File: config.mk
export PLATFORM = sky130hd
export DESIGN_NAME = compressor_line_sequencer_flat
export DESIGN_NICKNAME = d
export VERILOG_FILES = /design/src/rtl/compressor_line_sequencer_if.sv /design/src/rtl/compressor_line_sequencer.sv /design/src/flat_wrapper.sv
export SDC_FILE = /design/constraint.sdc
export NUM_CORES = 1
export LEC_CHECK = 0
export ABC_AREA = 1
export ABC_CLOCK_PERIOD_IN_PS = 2500
export CAP_MARGIN = 20
export CORE_AREA = 2 2 191 193
export DETAILED_ROUTE_END_ITERATION = 8
export DIE_AREA = 0 0 193 195
export HOLD_SLACK_MARGIN = 0.03
export PLACE_DENSITY = 0.67
export SLEW_MARGIN = 15
export SYNTH_ARGS = -nofsm -noshare
export SYNTH_HDL_FRONTEND = slang
export SYNTH_SLANG_ARGS = --single-unit
File: constraint.sdc
create_clock -name i_clk -period 2.5 [get_ports i_clk]
set_clock_uncertainty 0.2 [all_clocks]
set_input_delay 0.75 -clock i_clk [delete_from_list [all_inputs] [get_ports i_clk]]
set_output_delay 0.75 -clock i_clk [all_outputs]
set_load 0.05 [all_outputs]
File: src/rtl/compressor_line_sequencer_if.sv
// Bundles the request, compressor and response channels of the line
// sequencer. The master side is the sequencer itself. The slave side is
// the surrounding logic: the requester, the compressor pipeline and the
// response consumer.
interface compressor_line_sequencer_if #(
   parameter int CACHE_LINE = 128,
   parameter int WIDTH      = 64,
   parameter int CNT_W      = 16
);
   // request channel
   logic                  i_req_valid;
   logic                  o_req_ready;
   logic [CACHE_LINE-1:0] i_req_line;
   // compressor channel
   logic                  o_comp_en;
   logic [WIDTH-1:0]      o_word;
   logic                  i_finish_final;
   logic                  i_compressed_flag;
   logic [CACHE_LINE-1:0] i_mux_array2;
   // response channel
   logic                  o_resp_valid;
   logic                  i_resp_ready;
   logic [CACHE_LINE-1:0] o_resp_line;
   logic                  o_resp_compressed;
   logic                  o_resp_timeout;
   // status
   logic                  o_busy;
   logic [CNT_W-1:0]      o_line_count;
   logic [CNT_W-1:0]      o_comp_count;

   modport master (
      input  i_req_valid, i_req_line, i_finish_final, i_compressed_flag,
             i_mux_array2, i_resp_ready,
      output o_req_ready, o_comp_en, o_word, o_resp_valid, o_resp_line,
             o_resp_compressed, o_resp_timeout, o_busy, o_line_count,
             o_comp_count
   );

   modport slave (
      output i_req_valid, i_req_line, i_finish_final, i_compressed_flag,
             i_mux_array2, i_resp_ready,
      input  o_req_ready, o_comp_en, o_word, o_resp_valid, o_resp_line,
             o_resp_compressed, o_resp_timeout, o_busy, o_line_count,
             o_comp_count
   );
endinterface

File: src/rtl/compressor_line_sequencer.sv
// Feeds one cache line at a time through the 3-stage compressor.
// The line is sent as two words, low half first. Enable stays high while
// the pipeline drains. The packed result is captured on i_finish_final. If
// the finish does not arrive within TIMEOUT flush cycles, the original line
// is returned uncompressed. CACHE_LINE must equal 2*WIDTH.
module compressor_line_sequencer #(
   parameter int CACHE_LINE = 128,
   parameter int WIDTH      = 64,
   parameter int TIMEOUT    = 15,
   parameter int CNT_W      = 16
) (
   input logic                          i_clk,
   input logic                          i_reset,
   compressor_line_sequencer_if.master  bus
);

   localparam int                WAIT_W    = $clog2(TIMEOUT + 1);
   localparam logic [WAIT_W-1:0] WAIT_LAST = WAIT_W'(TIMEOUT - 1);

   typedef enum logic [2:0] {
      S_IDLE,
      S_SEND0,
      S_SEND1,
      S_FLUSH,
      S_RESP
   } state_t;

   state_t                state_q, state_nxt;
   logic [CACHE_LINE-1:0] line_q;
   logic [CACHE_LINE-1:0] result_q;
   logic                  compressed_q;
   logic                  timeout_q;
   logic [WAIT_W-1:0]     wait_q;
   logic [CNT_W-1:0]      line_cnt_q;
   logic [CNT_W-1:0]      comp_cnt_q;

   logic req_fire;
   logic resp_fire;
   logic finish_hit;
   logic timeout_hit;

   // finish takes priority over a timeout in the same flush cycle
   assign req_fire    = (state_q == S_IDLE) && bus.i_req_valid;
   assign resp_fire   = (state_q == S_RESP) && bus.i_resp_ready;
   assign finish_hit  = (state_q == S_FLUSH) && bus.i_finish_final;
   assign timeout_hit = (state_q == S_FLUSH) && !bus.i_finish_final
                        && (wait_q == WAIT_LAST);

   // state register
   // NOTE: sequential state uses non-blocking assignments only, so that
   // every flop samples the values from before the clock edge.
   always_ff @(posedge i_clk) begin
      if (i_reset) state_q <= S_IDLE;
      else         state_q <= state_nxt;
   end

   // next-state logic
   // NOTE: a default is assigned before the case statement, so the
   // synthesis tool cannot infer a latch on a path that is not covered.
   always_comb begin
      state_nxt = state_q;
      unique case (state_q)
         S_IDLE:  if (req_fire) state_nxt = S_SEND0;
         S_SEND0: state_nxt = S_SEND1;
         S_SEND1: state_nxt = S_FLUSH;
         S_FLUSH: if (finish_hit || timeout_hit) state_nxt = S_RESP;
         S_RESP:  if (resp_fire) state_nxt = S_IDLE;
         default: state_nxt = S_IDLE;
      endcase
   end

   // line capture, flush wait counter, result capture and completion counters
   always_ff @(posedge i_clk) begin
      if (i_reset) begin
         line_q       <= '0;
         result_q     <= '0;
         compressed_q <= 1'b0;
         timeout_q    <= 1'b0;
         wait_q       <= '0;
         line_cnt_q   <= '0;
         comp_cnt_q   <= '0;
      end else begin
         if (req_fire) line_q <= bus.i_req_line;

         if (state_q == S_SEND1)      wait_q <= '0;
         else if (state_q == S_FLUSH) wait_q <= wait_q + 1'b1;

         if (finish_hit) begin
            result_q     <= bus.i_mux_array2;
            compressed_q <= bus.i_compressed_flag;
            timeout_q    <= 1'b0;
         end else if (timeout_hit) begin
            result_q     <= line_q;
            compressed_q <= 1'b0;
            timeout_q    <= 1'b1;
         end

         if (resp_fire) begin
            line_cnt_q <= line_cnt_q + 1'b1;
            if (compressed_q) comp_cnt_q <= comp_cnt_q + 1'b1;
         end
      end
   end

   // handshake and compressor outputs, decoded from the registered state
   always_comb begin
      bus.o_req_ready  = 1'b0;
      bus.o_comp_en    = 1'b0;
      bus.o_word       = '0;
      bus.o_resp_valid = 1'b0;
      unique case (state_q)
         S_IDLE:  bus.o_req_ready = 1'b1;
         S_SEND0: begin
            bus.o_comp_en = 1'b1;
            bus.o_word    = line_q[WIDTH-1:0];
         end
         S_SEND1: begin
            bus.o_comp_en = 1'b1;
            bus.o_word    = line_q[CACHE_LINE-1:WIDTH];
         end
         S_FLUSH: bus.o_comp_en    = 1'b1;
         S_RESP:  bus.o_resp_valid = 1'b1;
         default: ;
      endcase
   end

   assign bus.o_busy            = (state_q != S_IDLE);
   assign bus.o_resp_line       = result_q;
   assign bus.o_resp_compressed = compressed_q;
   assign bus.o_resp_timeout    = timeout_q;
   assign bus.o_line_count      = line_cnt_q;
   assign bus.o_comp_count      = comp_cnt_q;

endmodule
File: src/flat_wrapper.sv
// flat-port wrapper written by rule: the top's interface ports become plain ports
module compressor_line_sequencer_flat 
#(
   parameter int CACHE_LINE = 128,
   parameter int WIDTH      = 64,
   parameter int TIMEOUT    = 15,
   parameter int CNT_W      = 16
)
  (i_clk, i_reset, bus_i_req_valid, bus_i_req_line, bus_i_finish_final, bus_i_compressed_flag, bus_i_mux_array2, bus_i_resp_ready, bus_o_req_ready, bus_o_comp_en, bus_o_word, bus_o_resp_valid, bus_o_resp_line, bus_o_resp_compressed, bus_o_resp_timeout, bus_o_busy, bus_o_line_count, bus_o_comp_count);
  compressor_line_sequencer_if #(.CACHE_LINE(CACHE_LINE), .WIDTH(WIDTH), .CNT_W(CNT_W)) bus_i ();
  input logic i_clk;
  input logic i_reset;
  input wire logic [$bits(bus_i.i_req_valid)-1:0] bus_i_req_valid;
  input wire logic [$bits(bus_i.i_req_line)-1:0] bus_i_req_line;
  input wire logic [$bits(bus_i.i_finish_final)-1:0] bus_i_finish_final;
  input wire logic [$bits(bus_i.i_compressed_flag)-1:0] bus_i_compressed_flag;
  input wire logic [$bits(bus_i.i_mux_array2)-1:0] bus_i_mux_array2;
  input wire logic [$bits(bus_i.i_resp_ready)-1:0] bus_i_resp_ready;
  output wire logic [$bits(bus_i.o_req_ready)-1:0] bus_o_req_ready;
  output wire logic [$bits(bus_i.o_comp_en)-1:0] bus_o_comp_en;
  output wire logic [$bits(bus_i.o_word)-1:0] bus_o_word;
  output wire logic [$bits(bus_i.o_resp_valid)-1:0] bus_o_resp_valid;
  output wire logic [$bits(bus_i.o_resp_line)-1:0] bus_o_resp_line;
  output wire logic [$bits(bus_i.o_resp_compressed)-1:0] bus_o_resp_compressed;
  output wire logic [$bits(bus_i.o_resp_timeout)-1:0] bus_o_resp_timeout;
  output wire logic [$bits(bus_i.o_busy)-1:0] bus_o_busy;
  output wire logic [$bits(bus_i.o_line_count)-1:0] bus_o_line_count;
  output wire logic [$bits(bus_i.o_comp_count)-1:0] bus_o_comp_count;
  assign bus_i.i_req_valid = bus_i_req_valid;
  assign bus_i.i_req_line = bus_i_req_line;
  assign bus_i.i_finish_final = bus_i_finish_final;
  assign bus_i.i_compressed_flag = bus_i_compressed_flag;
  assign bus_i.i_mux_array2 = bus_i_mux_array2;
  assign bus_i.i_resp_ready = bus_i_resp_ready;
  assign bus_o_req_ready = bus_i.o_req_ready;
  assign bus_o_comp_en = bus_i.o_comp_en;
  assign bus_o_word = bus_i.o_word;
  assign bus_o_resp_valid = bus_i.o_resp_valid;
  assign bus_o_resp_line = bus_i.o_resp_line;
  assign bus_o_resp_compressed = bus_i.o_resp_compressed;
  assign bus_o_resp_timeout = bus_i.o_resp_timeout;
  assign bus_o_busy = bus_i.o_busy;
  assign bus_o_line_count = bus_i.o_line_count;
  assign bus_o_comp_count = bus_i.o_comp_count;
  compressor_line_sequencer #(.CACHE_LINE(CACHE_LINE), .WIDTH(WIDTH), .TIMEOUT(TIMEOUT), .CNT_W(CNT_W)) u_core (.i_clk(i_clk), .i_reset(i_reset), .bus(bus_i));
endmodule
==> impl_metrics.csv <==
group,metric,value,unit
worst_setup_path,cp_data_arrival_time,1900,ps
timing,timing.final.hold_violations,0,
min_path,worst_hold_path_type,"reg -> reg",
status,status,"complete, but fails checks",
clock_network,cts.path.max_buffers,3,
status,failed_checks,"negative setup slack",
timing,finalMaxSlewViolations,0,
yosys,syn_area,12500,um^2
detailed_routing,wl_per_cell,20.1,um
worst_setup_path,critical_path_peak_fanout,9,
timing,fin_crit,2850,ps
clock_network,clk_root_buffer_cell,"sky130_fd_sc_hd__clkbuf_16",
placed_design,placement.cell_area,19000,um^2
yosys,yosys_warnings,0,
worst_setup_path,rrSetupSlack,390,ps
detailed_routing,drc,0,
worst_setup_path,worst_path_largest_cell_delay,340,ps
timing,clock.fmax,350,MHz
global_route,grt_overflow,0,
global_route,globalRouteTotalUtil,27.2,%
die,ios,492,
yosys,synthesized_area_fraction_occupied_by_ao_oa_aoi_and_oai_cells,23.8,%
detailed_routing,detailedRoute.firstIterationViolations,658,
timing,unrepaired_setup_endpoints_after_global_routing,"true",
yosys,synth_xor_area_share,0.280,%
global_route,grt_antenna_before_repair,1,
worst_setup_path,critical_path.cell_chain,"buf_6 -> nor2_4 -> nand2_8 -> buf_12 -> buf_16 -> o22ai_4 -> buf_12",
power_and_ir_drop,reported_leakage_power,0.00804,uW
yosys,synthFlopType,"sky130_fd_sc_hd__dfxtp_1",
worst_setup_path,crit_path_top_delay_cell,"sky130_fd_sc_hd__dfxtp_2",
worst_setup_path,required_time_worst_endpoint,1550,ps
global_route,grt_pass1_vias,13700,
global_route,grt_util_met1,31.5,%
placed_design,finalWeightedCongestion,0.955,
yosys,synthCells,1648,
worst_setup_path,cp-start-kind,"flip-flop",
job,maxCapViolCount,0,
placed_design,i_o_buffers,491,
detailed_routing,detailroute.via_count,13700,
global_route,wire_length_of_the_first_global_routing_pass,79.3,mm
clock_network,worst_skew_pair.late_latency,520,ps
detailed_routing,route.antenna.remaining_nets,0,
timing,slew-limit-headroom,49.0,%
power_and_ir_drop,power_dens_cells,688,nW/um^2
timing,worst_slack_setup_final,-353,ps
die,die-width,193,um
die,height_of_the_die,195,um
final_layout,final_cell_area,21200,um^2
clock_network,path_clk_slew,60,ps
detailed_routing,routed_wirelength,52.8,mm
yosys,synth_top_family_by_area,"compound AO/OA/AOI/OAI gates",
final_layout,layout.cells.most_common_list,"sky130_fd_sc_hd__nand2_1 (323), sky130_fd_sc_hd__dfxtp_1 (294), sky130_fd_sc_hd__clkdlybuf4s50_1 (260), sky130_fd_sc_hd__inv_1 (165), sky130_fd_sc_hd__a21oi_1 (148)",
yosys,syn_avg_cell_area,7.59,um^2
detailed_routing,drt_first_pass_iters,5,
global_route,grt_start_max_net_pins,150,
yosys,ys_seq_area_share,47.5,%
final_layout,growth_of_design_area_from_synthesis_to_finish,69.7,%
clock_network,clock_sinks,297,
timing,setup-tns-final,-18990,ps
yosys,synthDistinctLibCells,37,
final_layout,most_common_cell_after_layout_fill_and_taps_aside,"sky130_fd_sc_hd__nand2_1",
final_layout,final_net_count,2408,
timing,finalCritPeriodShare,114,%
yosys,synthSimpleGateAreaFrac,17.9,%
die,die_area,37600,um^2
clock_network,numCtsBuffers,35,
final_layout,postLayoutCoreUtil,60.0,%
clock_network,tritoncts_clock_tree,"done",
final_layout,layout_cell_share_with_drive_strength_beyond_1,17.9,%
die,initial_utilization,35.3,%
yosys,syn_nets,1914,
worst_setup_path,critPathTopFamily,"buffers and inverters",
placed_design,dp.final_hpwl,37.4,mm
detailed_routing,routed_via_density,5.22,
worst_setup_path,crit_top_cell,"sky130_fd_sc_hd__buf_12",
yosys,synth-seq-cells,297,
worst_setup_path,end_kind,"output port",
yosys,synthMuxAreaShare,0,%
worst_setup_path,number_of_buffers_and_inverters_on_the_critical_path,4,
global_route,met3_usage,6.94,%
yosys,synth_enable_flop_cells,0,
worst_setup_path,timing_worst_setup_path_type,"reg -> out",
timing,final_number_of_setup_violating_endpoints,65,
die,floorplan.core_area,35400,um^2
clock_network,clock_tree.htree_level_count,2,
global_route,grt_util_met2,47.7,%
timing,max_slew.worst_pin.slew,765,ps
die,placementRows,69,
final_layout,layout.filler_cells,3124,
power_and_ir_drop,p_total,14600,uW
power_and_ir_drop,irDropWorstVdd,0.532,mV
yosys,yosys.area_share.adder,0.400,%
global_route,global_route_layer_with_the_greatest_usage,"met2",
yosys,share_of_synthesized_registers_carrying_an_async_set_or_reset,0,%
[power by group]
group	switching [uW]	internal, uW	leakage, uW	total, uW
Combinational	2320	1770	0.00504	4090
Sequential	222	5100	0.00242	5320
Clock	2010	3180	0.000577	5190
[Yosys cell counts, drive strengths merged, types with 2 or more instances]
master | instances | area [um^2]
o21ai | 184 | 925
nor3 | 10 | 50.1
nand4 | 90 | 569
a211oi | 3 | 22.5
dfxtp | 297 | 5950
ha | 4 | 50.1
buf | 78 | 422
nand3 | 21 | 110
a31oi | 86 | 538
nand2 | 327 | 1230
inv | 170 | 638
a21boi | 44 | 330
nor3b | 3 | 22.5
o22ai | 64 | 400
xnor2 | 2 | 17.5
nor2 | 53 | 229
xor2 | 2 | 17.5
a21oi | 148 | 741
clkbuf | 56 | 210
[logic make-up (layout without fill, tap and decap cells)]
logic type / count (synthesis) / in the layout
buf+inv: 305 / 822
simple gates: 507 / 507
compound gates: 531 / 531
other cells: 0 / 1
xor+xnor: 4 / 4
flops: 297 / 297
fa+ha+maj: 4 / 4
[flip-flops by register name, indices dropped and copies added, names as in the netlist]
| register | count |
|---|---|
| u_core.bus.o_comp_count | 16 |
| u_core.bus.o_line_count | 16 |
| u_core.bus.o_resp_line | 128 |
| u_core.bus.o_resp_timeout | 1 |
| u_core.bus.o_resp_compressed | 1 |
| u_core.state_q | 3 |
| u_core.wait_q | 4 |
| u_core.line_q | 128 |
[through the flow]
| step | hold slack (ps) | cells | setup WS [ps] |
|---|---|---|---|
| floorplan | 228 | 1648 | -215 |
| global placement | 241 | 2543 | -255 |
| detailed placement | 248 | 2543 | -294 |
| CTS | 256 | 2623 | -345 |
| global route | 268 | 2627 | -412 |
| finish | 254 | 2627 | -353 |
[tightest hold or removal path, delay by kind of cell, from the launching register on]
kind | cells | cell delay, ps
flip-flops | 1 | 310
buffers and inverters | 1 | 50
AO/OA/AOI/OAI | 1 | 50
[layer usage]
metal / wire (um) / share of wire, %
met4: 2020 / 3.8
met5: 0 / 0
met2: 25900 / 49
met1: 20300 / 38
met3: 4640 / 8.8
[layout make-up]
type,instances,area [um^2],share of cell area [%]
clock inverter,10,129,0.607
multi-input combinational,1046,6180,29.1
antenna,1,2.50,0.0118
clock buffer,50,1030,4.87
timing repair buffer,591,6710,31.6
sequential,297,5950,28.0
inverter,171,652,3.07
tap,461,577,2.72
[path summary, 6_finish.rpt]
path                                  to  cells past startpoint                 startpoint
max                        bus_o_word[5]                      7          u_core.state_q[2]
min            u_core.bus.o_resp_timeout                      2  u_core.bus.o_resp_timeout
max reg2reg  u_core.bus.o_resp_line[123]                      8          u_core.state_q[2]
min reg2reg    u_core.bus.o_resp_timeout                      2  u_core.bus.o_resp_timeout
[timing repair]
item                                    in CTS  in global routing
endpoints found under the setup margin     150                 67
setup buffers                               14                  3
pin swaps                                    4                  7
gates cloned                                 6                  1
gates resized for setup                    207                 21
hold buffers                                 0                  0
(Power assumes the default switching activity.)
